### config.mk
export PLATFORM = sky130hd
export DESIGN_NAME = fifo_rd_drain
export DESIGN_NICKNAME = d
export VERILOG_FILES = /design/src/rtl/fifo_rd_pkg.sv /design/src/rtl/fifo_rd_skid.sv /design/src/rtl/fifo_rd_drain.sv
export SDC_FILE = /design/constraint.sdc
export NUM_CORES = 1
export LEC_CHECK = 0
export ABC_AREA = 1
export BUFFER_PORTS_ARGS = -buffer_cell sky130_fd_sc_hd__buf_2
export CORE_MARGIN = 3
export CORE_UTILIZATION = 40
export CTS_CLUSTER_DIAMETER = 150
export DETAILED_ROUTE_END_ITERATION = 6
export GPL_TIMING_DRIVEN = 0
export HOLD_SLACK_MARGIN = 0.05
export SLEW_MARGIN = 0
export SYNTH_ARGS = -nofsm -noshare
export SYNTH_HDL_FRONTEND = slang
export SYNTH_SLANG_ARGS = --single-unit
### constraint.sdc
create_clock -name clk_r -period 3.56 [get_ports clk_r]
set_input_delay 0.534 -clock clk_r [delete_from_list [all_inputs] [get_ports clk_r]]
set_output_delay 0.534 -clock clk_r [all_outputs]
set_load 0.005 [all_outputs]
### src/rtl/fifo_rd_pkg.sv
// Shared types and constants for the FIFO read-drain block.
// Optional feature macro used by the block: FIFO_RD_STATS_EN (delivered-byte counter).
package fifo_rd_pkg;

  typedef enum logic [0:0] {
    IDLE = 1'b0,
    RUN  = 1'b1
  } drain_state_e;

  localparam int DATA_W_DEF   = 8;
  localparam int SKID_DEPTH_C = 2;
  localparam int CNT_W        = 16;

endpackage

### src/rtl/fifo_rd_skid.sv
// Two-entry output buffer: head is always the oldest entry, tail the newer one.
module fifo_rd_skid
  import fifo_rd_pkg::*;
#(
  parameter int DATA_W = DATA_W_DEF
) (
  input  logic              clk_r,
  input  logic              rst,
  input  logic              push,
  input  logic              pop,
  input  logic [DATA_W-1:0] din,
  output logic [DATA_W-1:0] dout,
  output logic [1:0]        occ
);

  logic [DATA_W-1:0] head_q;
  logic [DATA_W-1:0] tail_q;
  logic [1:0]        occ_q;

  always_ff @(posedge clk_r) begin
    if (rst) begin
      head_q <= '0;
      tail_q <= '0;
      occ_q  <= 2'd0;
    end else begin
      case ({push, pop})
        2'b10: begin
          if (occ_q == 2'd0) head_q <= din;
          else               tail_q <= din;
          occ_q <= occ_q + 2'd1;
        end
        2'b01: begin
          head_q <= tail_q;
          occ_q  <= occ_q - 2'd1;
        end
        2'b11: begin
          // head leaves while the new word lands behind whatever remains
          if (occ_q == 2'd2) begin
            head_q <= tail_q;
            tail_q <= din;
          end else begin
            head_q <= din;
          end
        end
        default: ;
      endcase
    end
  end

  assign dout = head_q;
  assign occ  = occ_q;

endmodule

### src/rtl/fifo_rd_drain.sv
// Drains an external FIFO into a ready/valid stream through a 2-entry buffer.
// Optional delivered-byte counter rd_count is built only with FIFO_RD_STATS_EN.
//
//   state | meaning
//   IDLE  | no new FIFO reads; buffered/inflight data still offered
//   RUN   | reads issued whenever the buffer has room for them
module fifo_rd_drain
  import fifo_rd_pkg::*;
#(
  parameter int DATA_W     = DATA_W_DEF,
  parameter int SKID_DEPTH = SKID_DEPTH_C
) (
  input  logic              clk_r,
  input  logic              rst,
  input  logic              drain_en,
  input  logic              buf_empty,
  input  logic [DATA_W-1:0] buf_out,
  output logic              rd_en,
  output logic [DATA_W-1:0] out_data,
  output logic              out_valid,
  input  logic              out_ready
`ifdef FIFO_RD_STATS_EN
  ,
  output logic [CNT_W-1:0]  rd_count
`endif
);

  localparam logic [2:0] DEPTH_L = 3'(SKID_DEPTH);

  drain_state_e state_q;
  logic         inflight_q;
  logic [1:0]   occ;
  logic         pop;
  logic [2:0]   committed;

  assign pop       = out_valid && out_ready;
  assign committed = {1'b0, occ} + {2'b00, inflight_q};

  // committed - pop < depth, rearranged so the 3-bit sum never underflows
  assign rd_en = !rst && (state_q == RUN) && !buf_empty &&
                 (committed < (DEPTH_L + {2'b00, pop}));

  always_ff @(posedge clk_r) begin
    if (rst) begin
      state_q    <= IDLE;
      inflight_q <= 1'b0;
    end else begin
      state_q    <= drain_en ? RUN : IDLE;
      inflight_q <= rd_en;
    end
  end

  fifo_rd_skid #(
    .DATA_W (DATA_W)
  ) u_skid (
    .clk_r (clk_r),
    .rst   (rst),
    .push  (inflight_q),
    .pop   (pop),
    .din   (buf_out),
    .dout  (out_data),
    .occ   (occ)
  );

  assign out_valid = (occ != 2'd0);

`ifdef FIFO_RD_STATS_EN
  always_ff @(posedge clk_r) begin
    if (rst)      rd_count <= '0;
    else if (pop) rd_count <= rd_count + CNT_W'(1);
  end
`endif

endmodule

## Word-level counts from Yosys, hierarchy flattened

Index checks and enable logic that the tools add are counted.

- Flip-flop bits (word level): 20
- Input bits: 13
- Output and inout port bits: 10
- Logic and storage cells: 38

- Add/sub/neg operators: 4
- Magnitude comparators: 1
- Eq/ne operators: 7
- Mux-type cells: 8
- Reduce and logical (&&, ||, !) cells: 13

Operators with widths:

| operator | count |
|---|---|
| 2-to-1 mux 8 bit | 4 |
| case mux 8 bit (3 select lines) | 1 |
| case mux 8 bit (2 select lines) | 1 |
| equality test 2 bit, second input constant | 3 |
| nonzero test 2 bit | 3 |
| logical AND 1 bit | 4 |
| != test 2 x 1 -> 1 bit, second input constant | 2 |
| case mux 2 bit (2 select lines) | 1 |
| adder 2 x 1 -> 3 bit | 1 |
| adder 2 x 1 -> 3 bit, first input constant | 1 |
| less-than comparator 3 bit | 1 |
| AND reduction 3 bit | 1 |
| nonzero test 3 bit | 1 |
| adder 2 x 1 -> 2 bit, second input constant | 1 |
| equality test 2 x 1 -> 1 bit, second input constant | 1 |
| zero test 1 bit | 2 |
| zero test 2 bit | 1 |
| != test 2 bit, second input constant | 1 |
| AND reduction 2 bit | 1 |
| subtractor 2 x 1 -> 2 bit, second input constant | 1 |
| 2-to-1 mux 1 bit | 1 |

## Logic depth before layout (Yosys ltp)

Gate-level depths: netlist of the first run.

- Depth in word-level cells: 5
- Gate-level depth with buffers: 9
- Depth with buffers taken out: 8

## Hierarchy

From an unflattened synthesis of the first run, not the netlist that was laid out.

- Cell total of the unflattened synthesis: 164
- Area, all modules: 1086.0 µm²

Modules (own cells, without submodules):

| module | instances | cells an instance | area an instance (µm²) | seq. area each (µm²) |
|---|---|---|---|---|
| fifo_rd_skid | 1 | 148 | 957.2 | 360.3 |
| fifo_rd_drain | 1 | 16 | 128.9 | 40.0 |

## Worst setup path before layout of the first run

OpenSTA, ideal clock, no wires.

- Path kind: register -> output
- From: register u_skid.occ_q[0], in the netlist u_skid.occ[0]
- To: output rd_en
- Data arrival time: 1031 ps
- Required time: 3026 ps
- Slack: 1995 ps
- Stages on the path, launching flop included: 4
- Path buffers: 0
- Cell sequence: dfxtp_1 > ha_1 > or2_1 > a21oi_1

- Cells in the longest elaborated chain, start to end: 5
- Elaborated cells on any way between the ends: 6
- Those cells by class: 2 x add/sub; 1 x order compare; 3 x reduce/logical

RTL lines:

| element | line | RTL |
|---|---|---|
| start: declaration | fifo_rd_skid.sv:18 | `logic [1:0] occ_q;` |
| start signal: assignment | fifo_rd_skid.sv:30 | `occ_q <= occ_q + 2'd1;` |
| start signal: assignment | fifo_rd_skid.sv:34 | `occ_q <= occ_q - 2'd1;` |
| nonzero test 2 bit | fifo_rd_drain.sv:65 | `assign out_valid = (occ != 2'd0);` |
| logical AND 1 bit | fifo_rd_drain.sv:36 | `assign pop = out_valid && out_ready;` |
| adder 2 x 1 -> 3 bit | fifo_rd_drain.sv:41 | `(committed < (DEPTH_L + {2'b00, pop}));` |
| less-than comparator 3 bit (*) | fifo_rd_drain.sv:41 |  |
| logical AND 1 bit (*) | fifo_rd_drain.sv:40 | `assign rd_en = !rst && (state_q == RUN) && !buf_empty &&` |
| end: declaration | fifo_rd_drain.sv:18 | `output logic rd_en,` |

Mark *: on every way between the ends. The rest lies on a longest branch, timed or not.

## Final worst setup path of the first run

Same ends and word-level chain as after synthesis.

==> results of run 1 <==
## critical path: cells and delay by family (launching register included)
kind	cells	cell delay, ps
adders and majority gates	1	270
DFF	1	470
buffers and inverters	1	130
and+or+nand+nor	1	240
AOI/OAI and AO/OA	1	140
## path summary, 6_finish.rpt
kind,start,to,slack (ps),cells after the start
setup / recovery,u_skid.occ[0],rd_en,1480,4
hold / removal,drain_en,state_q,450,3
setup reg to reg,inflight_q,u_skid.dout[2],2180,7
hold reg to reg,u_skid.tail_q[0],u_skid.tail_q[0],470,2
## synthesized netlist by cell type, drive strengths merged
cell | n | area, sq um
o21ai | 3 | 26.28
a21oi | 13 | 65.06
buf | 2 | 16.26
clkbuf | 1 | 3.750
o211ai | 1 | 7.510
clkinv | 8 | 30.03
dfxtp | 20 | 400.4
nor2 | 7 | 36.29
ha | 2 | 25.02
nand3 | 20 | 100.1
inv | 14 | 52.55
nand3b | 7 | 52.55
nand2 | 48 | 197.7
nand4 | 1 | 6.260
or2 | 1 | 6.260
## registers in the layout (all words and copies together), names as in the netlist
| name | cells |
|---|---|
| inflight_q | 1 |
| state_q | 1 |
| u_skid.dout | 8 |
| u_skid.occ | 2 |
| u_skid.tail_q | 8 |
## through the flow
| step | hold slack, ps | power, uW | instance area, sq um | instances |
|---|---|---|---|---|
| after CTS | 446.3 | 444.9 | 1207 | 202 |
| after detailed placement | 456.1 | 311.1 | 1171 | 198 |
| after floorplan | 439.9 | 285.2 | 1026 | 148 |
| after global placement | 449.1 | 309.7 | 1171 | 198 |
| final | 452.5 | 436.6 | 1207 | 202 |
| after global routing | 461.9 | 466.8 | 1207 | 202 |
## cells in the final DEF, fill, tap and decap left out, types with 4 or more instances in the layout
cell,instances
nor2_1,5
clkinv_1,8
nand3_1,20
dfxtp_1,20
nand2_1,43
nand3b_1,7
inv_1,11
buf_2,23
nand2_2,4
a21oi_1,13
## cell families after synthesis
kind of cell,after synthesis,synth area share (%)
AO/OA/AOI/OAI,17,9.635
AND/OR/NAND/NOR,84,38.90
flip-flops,20,39.02
buffers and inverters,25,9.999
adder cells (fa/ha/maj),2,2.439
## power by group through the flow
stage / combinational [uW] / sequential [uW] / clock, uW
final: 67.7 / 238 / 131
after global routing: 78.6 / 240 / 148
after CTS: 68.1 / 238 / 138
after detailed placement: 67.6 / 243 / 0
after global placement: 66.5 / 243 / 0
after floorplan: 41.7 / 244 / 0
## layer usage
metal / up-vias / track usage, % / routed length (um)
li1: 521 / - / -
met1: 442 / 22.14 / 1113
met2: 26 / 27.23 / 1071
met3: 4 / 2.069 / 107
met4: 0 / 5.085 / 32
met5: - / 0 / 0
## final cells by class
cell class	instances	share of cell area, %
clock buffers	4	3.005
well taps	28	2.902
inverters	22	6.839
plain buffers	3	1.658
multi-input cells	103	43.32
flip-flops and latches	20	33.16
repair buffers	22	9.119
==> impl_metrics.toml, run 1 <==
[run_status]
outcome = "completed"

[routing]
dr_total_vias = 993
drc = 0
drt-pass1-iter-count = 4
drtIter0Drc = 30
wirelength_mm = 2.325
vias_per_cell = 4.916
post_drt_wl_per_cell_um = 11.51
antenna_left = 0

[finish]
finalNetCount = 190
drive_above_1_share_pct = 22.41
syn_to_final_growth_pct = 17.68
register_area_sq_um = 400.4
multi_input_area_sq_um = 523.0
post-route-util_pct = 52.08
fillers = 253
n_antenna_cell = 0

[power_and_ir_drop]
p_sw_uw = 112.8
intPower_uw = 323.8
p_clk_share_pct = 29.9
peakVddDrop_mv = 0.1876
switching_share_pct = 25.84
combPwrFrac_pct = 15.5
leakage_uw = 0.0005818
pwr_density_cell_nw_per_um2 = 361.6
seqPwrFrac_pct = 54.6

[clock_tree]
root_buffer = "clkbuf_4"
cts_buffer_depth = 2
cts-buffers-inserted = 3
clk_latency_ps = 290
cts_tree = "done"
cts_setup_buffers = 0
htreeDepth = 1
cts.sinks = 20
clk_pin_slew_ps = 110
post_cts_resize_count = 0
cts_hold_buf = 0

[die]
pin_count = 23
core-area_sq_um = 2318
die_y_um = 56.65
die_area_sq_um = 3209
initial_core_util_pct = 44.25
fp.dieW_um = 56.65
fp-row-count = 17

[synth]
syn_nets = 163
syn-instance-count = 148
ys_types = 22
seq_area_frac_synth_pct = 39.02
ys_ff_latch = 20
synth_area_sq_um = 1026
synth_warnings = 0
syn_avg_cell_area_sq_um = 6.932

[sta]
period_needed_ps = 2078
finalHoldViolations = 0
tightest_slew_ps = 496.1
drv_slew = 0
finalSetupTns_ps = 0
max_freq_ghz = 0.4813
clock_skew_ps = 2.220
rsz0062_at_grt = "no"
setup_violations = 0
slew_headroom_pct = 66.93
setup_slack_ps = 1482
finalCritPeriodShare_pct = 58.36

[critical_path]
critPathMaxFanout = 6
critPathMaxStageDelay_ps = 470
path_cells = "ha_1 -> or2_1 -> a21oi_1 -> buf_2"
critical-path-slowest-cell = "dfxtp_1"
critPathKind = "reg -> out"
start_kind = "register"
worst_ep_arrival_time_ps = 1540
worstPathRequired_ps = 3030
worstSetupEndpointType = "primary output"

[run]
max_cap_violations = 0

[min_path]
hold_path_class = "in -> reg"

[global_routing]
grt.overflow.total = 0
grt_use_total_pct = 16.49
grt_pass1_wl_mm = 4.229
antenna_found_initial = 0
grt_max_degree = 12
grt_pass1_vias = 953

[place]
pre_cts_ws_ps = 1772
gp_congestion = 0.7656
hpwlAfterDp_mm = 1.726
port_buffers = 22
Power figures use the tool's default switching activity.
==> run 2, diff against run 1 <==
clock period = 1.8 ns   (was 3.56 ns; I/O delays follow)
==> run 2 against run 1 <==
Routed wire length is 6.6% higher. Die area stayed put. Sequential share of layout area is 2.5 points lower. Via count is 4.8% higher. Critical path type unchanged. Register-to-register slack worse by 1900 ps. Clock power is 99% higher. Highest routed layer unchanged. Critical path depth is 2 higher. Flip-flop and latch count stayed put. Clock skew is 3.9 ps higher. Design area is 11% higher.
==> impl_metrics.toml, run 2 (synthesis gave the netlist of run 1 again) <==
[run_status]
outcome = "completed"

[routing]
vias_per_cell = 4.910
wirelength_mm = 2.479
drtIter0Drc = 26
dr_total_vias = 1041
drt-pass1-iter-count = 5
post_drt_wl_per_cell_um = 11.69
antenna_left = 0
drc = 0

[sta]
finalSetupTns_ps = 0
tightest_slew_ps = 496.0
finalHoldViolations = 0
slew_headroom_pct = 66.93
drv_slew = 0
max_freq_ghz = 0.5908
setup_violations = 0
holdWs_ps = 185.3
finalCritPeriodShare_pct = 94.03
period_needed_ps = 1693
clock_skew_ps = 6.075

[finish]
n_antenna_cell = 0
syn_to_final_growth_pct = 30.24
fillers = 242
drive_above_1_share_pct = 31.52
post-route-util_pct = 57.64
finalNetCount = 200
final_common_cell = "nand2_1"
mostFrequentLayoutCells = "nand2_1, buf_2, nand3_1"
multi_input_area_sq_um = 561.8
fin_cells = 212
register_area_sq_um = 409.1
design_area_sq_um = 1336

[clock_tree]
cts_hold_buf = 0
clk_pin_slew_ps = 120
cts_buffer_depth = 2
cts.sinks = 20
cts-buffers-inserted = 3
htreeDepth = 1
cts_tree = "done"
clk_latency_ps = 300
root_buffer = "clkbuf_4"

[die]
pin_count = 23
core-area_sq_um = 2318
die_area_sq_um = 3209
die_y_um = 56.65
initial_core_util_pct = 44.25
fp.dieW_um = 56.65
fp-row-count = 17

[critical_path]
r2r_slack_ps = 260
rr_startpoint = "u_skid.occ[0]"
reg2reg_depth = 8
worstPathRequired_ps = 1530
start_kind = "register"
r2r-end = "u_skid.dout[2]"
critPathMaxFanout = 3
critPathKind = "reg -> out"
worst_ep_arrival_time_ps = 1420
worstSetupEndpointType = "primary output"

[min_path]
hold_path_depth = 3
hold_start = "drain_en"
min_to = "state_q"
hold_path_class = "in -> reg"

[power_and_ir_drop]
peakVddDrop_mv = 0.3710
leakage_uw = 0.0006421
pwr_density_cell_nw_per_um2 = 667.9

[place]
dp.cells = 198
hpwlAfterDp_mm = 1.726
placed_area_sq_um = 1171
port_buffers = 22
gp_congestion = 0.7656

[global_routing]
grt_pass1_wl_mm = 4.229
grt_max_degree = 12
grt_pass1_vias = 953
antenna_found_initial = 0
grt.overflow.total = 0
grt_use_total_pct = 16.49

[run]
max_cap_violations = 0
run 2: cell types whose count changed in the layout (fill, tap and decap cells not counted), sizes merged:
cell	before	now
buf	24	34
run 2: critical path, stage by stage (launching register included):
cell and delay (ps):
dfxtp_4 370, ha_2 180, ha_4 160, nor2_4 90, nand3_2 90, a21oi_2 110, buf_2 120
run 2: where the power goes:
group | switching, uW | internal [uW] | total [uW]
clock network | 138 | 123 | 261
logic | 87.9 | 74.8 | 163
registers | 8.93 | 460 | 468
run 2: what timing repair did:
item,in CTS,in global routing
setup endpoints to repair,1,1
pin swaps,0,5
buffers inserted,0,10
resized for setup,2,14
run 2: worst max path at each step:
stage                  start    end  slack, ps  cells past startpoint
3_5_place_dp   u_skid.occ[0]  rd_en        310                      4
6_report       u_skid.occ[0]  rd_en        110                      6
2_1_floorplan  u_skid.occ[0]  rd_en        500                      3
5_1_grt        u_skid.occ[0]  rd_en         -9                      6
4_1_cts        u_skid.occ[0]  rd_en         40                      6
3_3_place_gp   u_skid.occ[1]  rd_en        370                      6
run 2: metrics by stage:
step	setup slack (ps)	power, uW
2_1_floorplan	499.3	564.1
3_3_place_gp	367.3	612.5
3_5_place_dp	314.4	615.2
4_1_cts	39.11	880.3
5_1_grt	-8.600	949.1
6_report	107.5	892.5
run 2: area by class of cell:
cell class                 instances  area share [%]
inverter                          22           6.367
multi-input combinational        103           42.04
buffer                             3           1.498
timing repair buffer              32           14.14
sequential                        20           30.62
clock buffer                       4           2.715
tap                               28           2.622
run 2: metal layers:
layer | part of all wire, % | track usage (%) | vias up
met1 | 46 | 22.14 | 451
li1 | - | - | 542
met3 | 6.3 | 2.069 | 6
met5 | 0 | 0 | -
met2 | 46 | 27.23 | 42
met4 | 1.5 | 5.085 | 0
